===== config.mk =====
export PLATFORM = sky130hd
export DESIGN_NAME = exc_resolver
export DESIGN_NICKNAME = d
export VERILOG_FILES = /design/src/rtl/exc_pkg.sv /design/src/rtl/irq_sync.sv /design/src/rtl/exc_resolver.sv
export SDC_FILE = /design/constraint.sdc
export NUM_CORES = 1
export LEC_CHECK = 0
export BUFFER_PORTS_ARGS = -buffer_cell sky130_fd_sc_hd__buf_4
export CORE_MARGIN = 4
export CORE_UTILIZATION = 45
export DETAILED_ROUTE_END_ITERATION = 6
export PLACE_DENSITY = 0.77
export SYNTH_ARGS = -nofsm -noshare
export SYNTH_HDL_FRONTEND = slang
export SYNTH_SLANG_ARGS = --single-unit

===== constraint.sdc =====
create_clock -name clk -period 3.7 [get_ports clk]
set_input_delay 0.74 -clock clk [delete_from_list [all_inputs] [get_ports clk]]
set_output_delay 0.74 -clock clk [all_outputs]
set_load 0.005 [all_outputs]

===== src/rtl/exc_pkg.sv =====
// ---------------------------------------------------------------------------
// exc_pkg
// Shared definitions for the M-stage exception resolver:
//   - CODE_W           : width of the internal exception code
//   - EXC_* constants  : named exception codes
//   - EXC_DEFAULT_CODES: flat per-source code table, source i at [i*CODE_W +: CODE_W]
//   - is_badv_code()   : true for codes that also load BadVAddr
//   - state_t          : resolver FSM states
// ---------------------------------------------------------------------------
package exc_pkg;

    localparam int CODE_W = 5;
    localparam int N_SRC_DEFAULT = 12;

    localparam logic [CODE_W-1:0] EXC_INT          = 5'h01;
    localparam logic [CODE_W-1:0] EXC_ADEL         = 5'h04;
    localparam logic [CODE_W-1:0] EXC_ADES         = 5'h05;
    localparam logic [CODE_W-1:0] EXC_SYS          = 5'h08;
    localparam logic [CODE_W-1:0] EXC_BP           = 5'h09;
    localparam logic [CODE_W-1:0] EXC_RI           = 5'h0a;
    localparam logic [CODE_W-1:0] EXC_OV           = 5'h0c;
    localparam logic [CODE_W-1:0] EXC_ERET         = 5'h0e;
    localparam logic [CODE_W-1:0] EXC_ITLB_REFILL  = 5'h10;
    localparam logic [CODE_W-1:0] EXC_ITLB_INVALID = 5'h11;
    localparam logic [CODE_W-1:0] EXC_DTLB_REFILL  = 5'h12;
    localparam logic [CODE_W-1:0] EXC_DTLB_INVALID = 5'h13;
    localparam logic [CODE_W-1:0] EXC_TLBMOD       = 5'h14;

    // Highest index on the left so that source 0 lands in the low bits.
    localparam logic [N_SRC_DEFAULT*CODE_W-1:0] EXC_DEFAULT_CODES = {
        EXC_TLBMOD,        // 11
        EXC_DTLB_INVALID,  // 10
        EXC_DTLB_REFILL,   // 9
        EXC_OV,            // 8
        EXC_RI,            // 7
        EXC_ERET,          // 6
        EXC_BP,            // 5
        EXC_SYS,           // 4
        EXC_ITLB_INVALID,  // 3
        EXC_ITLB_REFILL,   // 2
        EXC_ADES,          // 1
        EXC_ADEL           // 0
    };

    // Codes whose handler needs the faulting address in BadVAddr.
    function automatic logic is_badv_code(input logic [7:0] code);
        return code inside {8'(EXC_ADEL), 8'(EXC_ADES),
                            [8'(EXC_ITLB_REFILL) : 8'(EXC_TLBMOD)]};
    endfunction

    typedef enum logic {
        ST_IDLE = 1'b0,
        ST_HOLD = 1'b1
    } state_t;

endpackage


===== src/rtl/irq_sync.sv =====
// ---------------------------------------------------------------------------
// irq_sync
// Per-bit multi-flop synchroniser for asynchronous interrupt lines.
// Ports:
//   clk, resetn : clock, asynchronous active-low reset
//   irq_in      : raw asynchronous lines
//   irq_sync    : lines after STAGES flops (STAGES must be >= 2)
// ---------------------------------------------------------------------------
module irq_sync #(
    parameter int WIDTH  = 6,
    parameter int STAGES = 2
) (
    input  logic             clk,
    input  logic             resetn,
    input  logic [WIDTH-1:0] irq_in,
    output logic [WIDTH-1:0] irq_sync
);

    logic [WIDTH-1:0] stage_q [STAGES];

    // NOTE: the chain is a handful of flops, not a RAM, so every stage is
    // reset; a stale interrupt must not survive reset.
    always_ff @(posedge clk or negedge resetn) begin
        if (!resetn) begin
            for (int i = 0; i < STAGES; i++) begin
                stage_q[i] <= '0;
            end
        end else begin
            stage_q[0] <= irq_in;
            for (int i = 1; i < STAGES; i++) begin
                stage_q[i] <= stage_q[i-1];
            end
        end
    end

    assign irq_sync = stage_q[STAGES-1];

endmodule


===== src/rtl/exc_resolver.sv =====
// ---------------------------------------------------------------------------
// exc_resolver
// Memory-stage exception resolver. Picks the highest-priority cause for the
// presented instruction (interrupt first, then in_req in ascending index),
// latches code/EPC/BD/BadVAddr and holds exc_valid until exc_ack.
// Ports:
//   clk, resetn          : clock, asynchronous active-low reset
//   irq_in               : async interrupt lines -> irq_sync (Cause.IP[N_IRQ+1:2])
//   status, cause_ip_sw  : CP0 Status (IM, EXL, IE) and Cause.IP[1:0]
//   in_valid / in_ready  : instruction handshake
//   in_req, in_pc, in_bd, in_badvaddr : per-instruction exception data
//   exc_valid / exc_ack  : held flush request and its acknowledge
//   exc_code, exc_epc, exc_bd, exc_badvaddr, exc_badvaddr_we : latched result
// ---------------------------------------------------------------------------
module exc_resolver
    import exc_pkg::*;
#(
    parameter int                        N_IRQ       = 6,
    parameter int                        N_SRC       = 12,
    parameter int                        CODE_W      = exc_pkg::CODE_W,
    parameter logic [N_SRC*CODE_W-1:0]   SRC_CODES   = exc_pkg::EXC_DEFAULT_CODES,
    parameter int                        SYNC_STAGES = 2
) (
    input  logic              clk,
    input  logic              resetn,
    input  logic [N_IRQ-1:0]  irq_in,
    input  logic [31:0]       status,
    input  logic [1:0]        cause_ip_sw,
    input  logic              in_valid,
    output logic              in_ready,
    input  logic [N_SRC-1:0]  in_req,
    input  logic [31:0]       in_pc,
    input  logic              in_bd,
    input  logic [31:0]       in_badvaddr,
    output logic [N_IRQ-1:0]  irq_sync,
    output logic              exc_valid,
    input  logic              exc_ack,
    output logic [CODE_W-1:0] exc_code,
    output logic [31:0]       exc_epc,
    output logic              exc_bd,
    output logic [31:0]       exc_badvaddr,
    output logic              exc_badvaddr_we
);

    state_t              state;
    logic [7:0]          ip;
    logic                int_take;
    logic                src_hit;
    logic [CODE_W-1:0]   src_code;
    logic                hit;
    logic [CODE_W-1:0]   sel_code;
    logic [31:0]         epc_next;
    logic                accept;

    irq_sync #(
        .WIDTH  (N_IRQ),
        .STAGES (SYNC_STAGES)
    ) u_irq_sync (
        .clk      (clk),
        .resetn   (resetn),
        .irq_in   (irq_in),
        .irq_sync (irq_sync)
    );

    // Pending-interrupt vector as seen by Cause.IP; unused upper bits are 0.
    // NOTE: every variable in a combinational block gets a default first so
    // no path leaves it unassigned and no latch is inferred.
    always_comb begin
        ip = '0;
        ip[N_IRQ+1:0] = {irq_sync, cause_ip_sw};
    end

    assign int_take = (|(ip & status[15:8])) && !status[1] && status[0];

    // Scan from the lowest-priority source upward so source 0 wins last.
    always_comb begin
        src_hit  = 1'b0;
        src_code = '0;
        for (int i = N_SRC - 1; i >= 0; i--) begin
            if (in_req[i]) begin
                src_hit  = 1'b1;
                src_code = SRC_CODES[i*CODE_W +: CODE_W];
            end
        end
    end

    assign hit      = int_take || src_hit;
    assign sel_code = int_take ? CODE_W'(EXC_INT) : src_code;
    // 32-bit subtraction wraps naturally for a branch at address 0.
    assign epc_next = in_bd ? (in_pc - 32'd4) : in_pc;
    assign accept   = in_valid && in_ready;

    // Single registered FSM: in_ready and exc_valid are flops, so the
    // outputs carry no combinational path from the in_* ports.
    // NOTE: sequential state uses non-blocking assignments only, so every
    // flop samples pre-edge values regardless of statement order.
    always_ff @(posedge clk or negedge resetn) begin
        if (!resetn) begin
            state           <= ST_IDLE;
            in_ready        <= 1'b0;
            exc_valid       <= 1'b0;
            exc_code        <= '0;
            exc_epc         <= '0;
            exc_bd          <= 1'b0;
            exc_badvaddr    <= '0;
            exc_badvaddr_we <= 1'b0;
        end else begin
            case (state)
                ST_IDLE: begin
                    in_ready <= 1'b1;
                    if (accept && hit) begin
                        state           <= ST_HOLD;
                        in_ready        <= 1'b0;
                        exc_valid       <= 1'b1;
                        exc_code        <= sel_code;
                        exc_epc         <= epc_next;
                        exc_bd          <= in_bd;
                        exc_badvaddr    <= in_badvaddr;
                        exc_badvaddr_we <= is_badv_code(8'(sel_code));
                    end
                end
                ST_HOLD: begin
                    // Held data stays put; only the acknowledge releases it.
                    if (exc_ack) begin
                        state           <= ST_IDLE;
                        in_ready        <= 1'b1;
                        exc_valid       <= 1'b0;
                        exc_badvaddr_we <= 1'b0;
                    end
                end
                default: begin
                    state     <= ST_IDLE;
                    in_ready  <= 1'b0;
                    exc_valid <= 1'b0;
                end
            endcase
        end
    end

endmodule


# Word-level counts from Yosys, hierarchy flattened

Cells that the tools add are included.
Widths: inputs -> output; s select.

Word-level logic and storage cells: 67
Output and inout bits: 79
Register bits: 86
Bits of input ports: 121

Bitwise gates (word level): 2
Reduce and logical (&&, ||, !) cells: 11
Equality and inequality tests: 4
Magnitude comparators: 2
Add/sub/neg operators: 1
Mux-type cells: 37

Operators with widths:

| kind                  | number |
|---|---|
| $mux 5                | 13 |
| $mux 32               | 1 |
| $sub 32x3->32 const B | 1 |
| $mux 1                | 19 |
| $eq 5x3->1 const B    | 2 |
| $and 8x8->8           | 1 |
| $pmux 1 s2            | 4 |
| $reduce_or 8->1       | 1 |
| $ge 5x5->1 const B    | 1 |
| $le 5x5->1 const B    | 1 |
| $logic_and 1x1->1     | 5 |
| $ne 2x2->1 const B    | 2 |
| $reduce_and 2->1      | 2 |
| $reduce_bool 3->1     | 1 |
| $logic_not 1->1       | 1 |
| $logic_or 1x1->1      | 1 |
| $not 1->1             | 1 |

# Longest topological paths before layout

Gate-level depths: netlist of the first run.

Depth after elaboration: 18
Depth in mapped cells: 7
Gate-level depth less buffers: 7

# Modules after synthesis

Synthesis of the first run repeated with hierarchy kept, for this count alone.

Cell total of the unflattened synthesis: 336
Area, all modules: 3,917.5 um2

Modules (own cells, without submodules):

| module       | seq. area each (um2) | times used | cells an instance | area an instance (um2) |
|---|---|---|---|---|
| exc_resolver | 1,851.8              | 1          | 318               | 3,572.2 |
| irq_sync     | 300.3                | 1          | 18                | 345.3 |

# Least setup slack after synthesis of the first run

OpenSTA, ideal clock, no wires.

Path kind: input -> register
Start: in in_req[3]
End: reg exc_badvaddr[24]
Buffers on the path: 2
Data required time: 3.573 ns
Setup time: 0.127 ns
Setup slack: 1.486 ns
Stages: 6
Arrival time: 2.087 ns
Cell sequence: nor4_2 > nand4_1 > o21ai_2 > buf_6 > buf_6 > mux2_1

Cells in the longest elaborated chain, start to end: 7

RTL lines:

| what                       | line                | source |
|---|---|---|
| start: declaration         | exc_resolver.sv:31  | `input logic [N_SRC-1:0] in_req,` |
| $mux 1 (4 in a row)        | exc_resolver.sv:80  | `if (in_req[i]) begin` |
| $logic_or 1x1->1           | exc_resolver.sv:87  | `assign hit = int_take \|\| src_hit;` |
| $logic_and 1x1->1          | exc_resolver.sv:111 | `if (accept && hit) begin` |
| $reduce_and 2->1 (no line) | n/a                 |  |
| end signal: assignment     | exc_resolver.sv:118 | `exc_badvaddr <= in_badvaddr;` |
| end: declaration           | exc_resolver.sv:41  | `output logic [31:0] exc_badvaddr,` |

No other way between the ends.
A chain may end at the register's enable or synchronous reset.

# Worst setup path after layout of the first run

Start: in in_req[8]
End: reg exc_badvaddr[21]

Cells in the longest elaborated chain, start to end: 12

RTL lines:

| what                       | line |
|---|---|
| $mux 1 (9 in a row)        | exc_resolver.sv:80 |
| $logic_or 1x1->1           | exc_resolver.sv:87 |
| $logic_and 1x1->1          | exc_resolver.sv:111 |
| $reduce_and 2->1 (no line) | n/a |

No other way between the ends.

==> metrics.cfg, run 1 <==
[detailed_routing]
wl_per_cell_um = 15.5
vias = 3063
drt.antenna.violating_nets = 0
drt_iter0_drc = 70
drt-total-wl_um = 9500
drtPass1Iterations = 4
route.detailed.vias_per_inst = 5.00
drc_errors = 0

[final_layout]
drive_above_1_share = 0.460
fin_nets = 624
diodes = 0
syn_to_final_growth_pct = 40.8
stdcell_count = 612

[global_route]
antenna_found_initial = 0
grt.total_usage = 0.190
met3_usage = 0.0491
overflow = 0
grt_max_degree = 87
use_met1 = 0.239
gr-usage-met2 = 0.326
grt_pass1_vias = 3099
grt_pass1_wl_um = 15200
busiest_layer = met2

[worst_setup_path]
cp_cell_sequence = buf_4, nor3_1, nand4_1, o21ai_4, buf_4, mux2_2
reg2regPathDepth = 5
path_class = primary input to register
cpPeakStageDelay_ns = 0.40
cp_common_cell = buf_4
arrival_ns = 2.54
worstSetupEndpointType = register
crit_path_start_kind = primary input
critPathRequiredTime_ns = 3.94
cp_slowest_cell = buf_4
path_max_fanout = 43
timing.rr.end = exc_badvaddr[21]
rrSetupSlack_ns = 1.58
rr_startpoint = u_irq_sync.irq_sync[1]

[clock_tree]
htreeDepth = 3
clock_sinks = 86
cts_resized = 0
root_buffer = clkbuf_8
clk_pin_slew_ns = 0.09
insertion_delay_ns = 0.35
numCtsBuffers = 9
cts_hold_buf = 0
cts_setup_buffers = 0
cts_tree = built
cts_buffer_depth = 2

[status]
status = complete, no violations

[job]
maxCapViolCount = 0

[sta]
finalCriticalPeriod_ns = 2.30
report.final.hold_viol_count = 0
grt_setup_unrepaired = false
skew_ns = 0.0122
slew_violations = 0
slew_headroom = 0.290
tns_ns = 0
finalSetupViolCount = 0
fmax_ghz = 0.435
post-route-period-util = 0.622
tightest_slew_ns = 1.07

[yosys]
yosysWarnings = 0
syn_nets = 451
synth-seq-cells = 86
ys_seq_area_frac = 0.558
netlist_area_um2 = 3860
syn_area_per_cell_um2 = 11.7
synth_cells = 329
yosysUniqueCellTypes = 46

[hold_path]
holdCritStartpoint = u_irq_sync.stage_q[6]
min_to = u_irq_sync.irq_sync[0]
hold_depth = 0
hp-class = register to register

[floorplan]
core-area_um2 = 8260
die-area_um2 = 10100
rows = 33
initial_utilization = 0.467
io_pins = 200
die_h_um = 101
dieWidth_um = 101

[power]
leakage_uw = 0.00253
ir_drop_v = 0.000351
power.density_nw_per_um2 = 652

[placement]
gp_routability_congestion = 0.822
dp.cells = 596
portBuffers = 177
place_hpwl_um = 7330

## kinds of logic after synthesis
logic type	count (synthesis)	share of synthesized area
buf+inv	21	0.0354
xor+xnor	28	0.0636
simple gates	103	0.149
fa+ha+maj	1	0.00324
mux	36	0.105
flops	86	0.558
compound gates	54	0.0857
## critical path, delay by kind of cell
family	cells	cell delay (ns)
AO/OA/AOI/OAI	1	0.24
buffers and inverters	2	0.52
multiplexers	1	0.38
AND/OR/NAND/NOR	2	0.65
## power by group
part           switching [µW]  internal, µW
combinational             526           798
sequential                206          1330
clock                     339           339
total                    1070          2470
## cell usage after synthesis (all sizes together)
cell type,n,share of area
dfrtp,86,0.56
nand2,44,0.043
mux2,36,0.11
o21ai,31,0.042
xnor2,24,0.055
nor2,18,0.018
buf,15,0.030
nor3,15,0.022
nor4,9,0.022
a21oi,6,0.0078
a22oi,4,0.0078
or3,4,0.0078
xor2,4,0.0091
clkbuf,3,0.0029
inv,3,0.0029
nand4,3,0.010
a32o,2,0.0052
nand2b,2,0.0032
nand3,2,0.0026
nor4b,2,0.012
o21bai,2,0.0039
a21o,1,0.0019
a22o,1,0.0023
a311o,1,0.0026
a41oi,1,0.0023
and4bb,1,0.0032
ha,1,0.0032
nand3b,1,0.0019
nor2b,1,0.0016
o211ai,1,0.0019
o21a,1,0.0019
o22ai,1,0.0016
o311ai,1,0.0023
o31ai,1,0.0019
or2,1,0.0016
## metrics by stage
step	util	power, µW	area, µm²	setup slack (ns)	hold slack [ns]
final	0.658	3540	5430	1.40	0.351
after global routing	0.658	3790	5430	1.29	0.360
after CTS	0.658	3590	5430	1.45	0.354
after detailed placement	0.632	2910	5220	1.08	0.335
after global placement	0.632	2860	5220	1.09	0.332
after floorplan	-	2070	3860	1.49	0.331
## final cells by class
type | instances | area [µm²]
clock buffer | 11 | 141
clock inverter | 5 | 67.6
fill | 675 | 2830
inverter | 3 | 11.3
multi-input combinational | 222 | 1580
sequential | 86 | 2150
tap | 105 | 131
timing repair buffer | 180 | 1350
## cells in the final DEF, fill, tap and decap left out, drive strengths merged
| cell | instances |
|---|---|
| o22ai | 1 |
| nand2b | 2 |
| nand3b | 1 |
| nor4b | 2 |
| a311o | 1 |
| nor2b | 1 |
| a21o | 1 |
| o31ai | 1 |
| and4bb | 1 |
| xnor2 | 24 |
| nand4 | 3 |
| nor4 | 9 |
| o21bai | 2 |
| nor2 | 18 |
| ha | 1 |
| a22oi | 4 |
| nand2 | 44 |
| a21oi | 6 |
| inv | 4 |
| xor2 | 4 |
| a32o | 2 |
| a41oi | 1 |
| clkbuf | 11 |
| mux2 | 36 |
| o21a | 1 |
| or3 | 4 |
| o311ai | 1 |
| a22o | 1 |
| dfrtp | 86 |
| nor3 | 15 |
| o211ai | 1 |
| clkinv | 3 |
| bufinv | 1 |
| o21ai | 31 |
| nand3 | 2 |
| buf | 180 |
| or2 | 1 |
## state kept, by name, indices dropped and copies added (netlist names)
signal and count:
exc_epc 32, u_irq_sync.stage_q 6, exc_badvaddr_we 1, in_ready 1
exc_badvaddr 32, exc_bd 1, u_irq_sync.irq_sync 6, exc_code 5
state 1, exc_valid 1
## how the worst max path moves through the flow
stage | slack, ns | end | from
after floorplan | 1.49 | exc_badvaddr[24] | in_req[3]
after global placement | 1.09 | exc_badvaddr[18] | in_req[3]
after detailed placement | 1.08 | exc_badvaddr[21] | in_req[8]
after CTS | 1.45 | exc_badvaddr[21] | in_req[3]
after global routing | 1.29 | exc_badvaddr[18] | in_req[3]
final | 1.40 | exc_badvaddr[21] | in_req[8]
## metal layers
layer  vias to the layer above  share of wire
li1                       1489              -
met4                         0          0.010
met1                      1435           0.41
met5                         -              0
met3                        11          0.086
met2                       128           0.50
(Power assumes the default switching activity.)
==> run 2, diff against run 1 <==
==> constraint.sdc (replaced) <==
create_clock -name clk -period 2.3 [get_ports clk]
set_input_delay 0.46 -clock clk [delete_from_list [all_inputs] [get_ports clk]]
set_output_delay 0.46 -clock clk [all_outputs]
set_load 0.005 [all_outputs]
==> metrics.cfg, run 2 (synthesis results as in run 1) <==
[status]
status = complete, no violations

[placement]
place_hpwl_um = 7640  ; +4.2%
portBuffers = 177  ; unchanged
gp_routability_congestion = 0.854  ; +3.9%

[sta]
slew_violations = 0  ; unchanged
fmax_ghz = 0.529
tns_ns = 0  ; unchanged
grt_setup_unrepaired = false
skew_ns = 0.00973  ; -0.00244 ns
report.final.hold_viol_count = 0  ; unchanged
tightest_slew_ns = 0.646  ; -0.419 ns
slew_headroom = 0.569  ; +0.279
finalSetupViolCount = 0  ; unchanged
post-route-period-util = 0.822
finalCriticalPeriod_ns = 1.89

[global_route]
busiest_layer = met2
overflow = 0  ; unchanged
grt_pass1_vias = 3186  ; +2.8%
met3_usage = 0.0644  ; +0.0152
antenna_found_initial = 0  ; unchanged
grt_max_degree = 51  ; -41%
grt_pass1_wl_um = 15500  ; +1.7%
grt.total_usage = 0.194  ; +0.00345
gr-usage-met2 = 0.334  ; +0.00765
use_met1 = 0.234  ; -0.00439

[final_layout]
diodes = 0  ; unchanged
drive_above_1_share = 0.468  ; +0.00827
fin_util = 0.667  ; +0.00939
top_regs = exc_badvaddr (32), exc_epc (32)
fillers = 657  ; -2.7%
syn_to_final_growth_pct = 42.8
fin_nets = 631  ; +1.1%
final_common_cell = buf_4
final_cell_mix = 184 x buf_4, 86 x dfrtp_1, 44 x nand2_1, 25 x o21ai_1, 25 x mux2_2

[detailed_routing]
route.detailed.vias_per_inst = 5.06  ; +1.2%
vias = 3130  ; +2.2%
drt_iter0_drc = 89  ; +27%
wl_per_cell_um = 15.5  ; -0.15%
drc_errors = 0  ; unchanged
drt-total-wl_um = 9580  ; +0.83%
drtPass1Iterations = 4  ; unchanged
drt.antenna.violating_nets = 0  ; unchanged

[clock_tree]
cts_resized = 0  ; unchanged
clock_sinks = 86  ; unchanged
htreeDepth = 3  ; unchanged
cts_hold_buf = 0  ; unchanged
insertion_delay_ns = 0.34  ; about the same
cts_buffer_depth = 2  ; unchanged
numCtsBuffers = 9  ; unchanged
clk_pin_slew_ns = 0.08  ; about the same
root_buffer = clkbuf_8
cts_tree = built
cts_setup_buffers = 0  ; unchanged

[power]
swShare = 0.299  ; -0.00302
ir_drop_v = 0.000516  ; +47%
power.density_nw_per_um2 = 1040  ; +59%
clock_power_share = 0.182  ; -0.010
intPower_uw = 4000  ; +62%
leakage_uw = 0.00257  ; +1.6%
power_frac_seq = 0.433  ; about the same
net-switching-power_uw = 1710  ; +60%
share_comb_of_total_power = 0.385  ; +0.011

[worst_setup_path]
path_class = register to register
crit_path_start_kind = register
arrival_ns = 2.16  ; -0.38 ns
critPathRequiredTime_ns = 2.56  ; -1.38 ns
path_max_fanout = 37  ; -14%
worstSetupEndpointType = register

[floorplan]
core-area_um2 = 8260  ; unchanged
initial_utilization = 0.467  ; unchanged
die_h_um = 101  ; unchanged
dieWidth_um = 101  ; unchanged
rows = 33  ; unchanged
io_pins = 200  ; unchanged
die-area_um2 = 10100  ; unchanged

[hold_path]
hp-class = primary input to async pin

[job]
maxCapViolCount = 0  ; unchanged

==> run 2: cell count changes in the layout (fill, tap and decap cells not counted), sizes merged <==
cell	before	now
clkinv	3	1
clkinvlp	0	2
buf	180	187
clkbuf	11	10
==> run 2: worst paths after layout <==
kind / startpoint / end / slack (ns) / cells past startpoint
setup / recovery: u_irq_sync.irq_sync[1] / exc_epc[21] / 0.41 / 7
hold / removal: resetn / exc_badvaddr[16] / 0.14 / 1
setup reg to reg: u_irq_sync.irq_sync[1] / exc_epc[21] / 0.41 / 7
hold reg to reg: u_irq_sync.stage_q[8] / u_irq_sync.irq_sync[2] / 0.35 / 0
max in group asynchronous: resetn / u_irq_sync.irq_sync[2] / 1.55 / 2
min in group clk: irq_in[4] / u_irq_sync.stage_q[10] / 0.22 / 1
==> run 2: critical path: stages, from the launching register on <==
cell	delay, ns
dfrtp_1	0.38
a22oi_1	0.22
a41oi_1	0.27
o21ai_4	0.28
buf_12	0.23
buf_4	0.25
nand2_1	0.08
o21ai_1	0.08
==> run 2: metal layers <==
metal,up-vias,wire [µm]
met5,-,0
met4,0,44
met3,4,859
met2,124,4860
met1,1491,3810
li1,1511,-
==> run 2: final cells by class <==
cell class	count	area [µm²]	share of cell area
clock inverter	5	58.8	0.0107
sequential	86	2150	0.391
clock buffer	10	138	0.0250
multi-input combinational	222	1580	0.286
inverter	3	11.3	0.00204
timing repair buffer	187	1440	0.262
tap	105	131	0.0239
==> run 2: power groups by stage <==
stage,sequential [µW],clock [µW],combinational [µW]
final,2470,1040,2190
after global routing,2560,1160,2420
after CTS,2480,1080,2240
after detailed placement,2510,0,2240
after global placement,2460,0,2180
after floorplan,2530,0,799
==> run 2: per-stage QoR <==
| step | total power (µW) | hold WS, ns | worst slack, ns | cells | cell area (µm²) |
|---|---|---|---|---|---|
| 6_report | 5710 | 0.144 | 0.408 | 618 | 5510 |
| 5_1_grt | 6130 | 0.176 | 0.274 | 618 | 5510 |
| 4_1_cts | 5800 | 0.147 | 0.380 | 618 | 5510 |
| 3_5_place_dp | 4750 | 0.335 | 0.125 | 603 | 5310 |
| 3_3_place_gp | 4650 | 0.331 | 0.154 | 603 | 5310 |
| 2_1_floorplan | 3330 | 0.164 | 0.366 | 329 | 3860 |
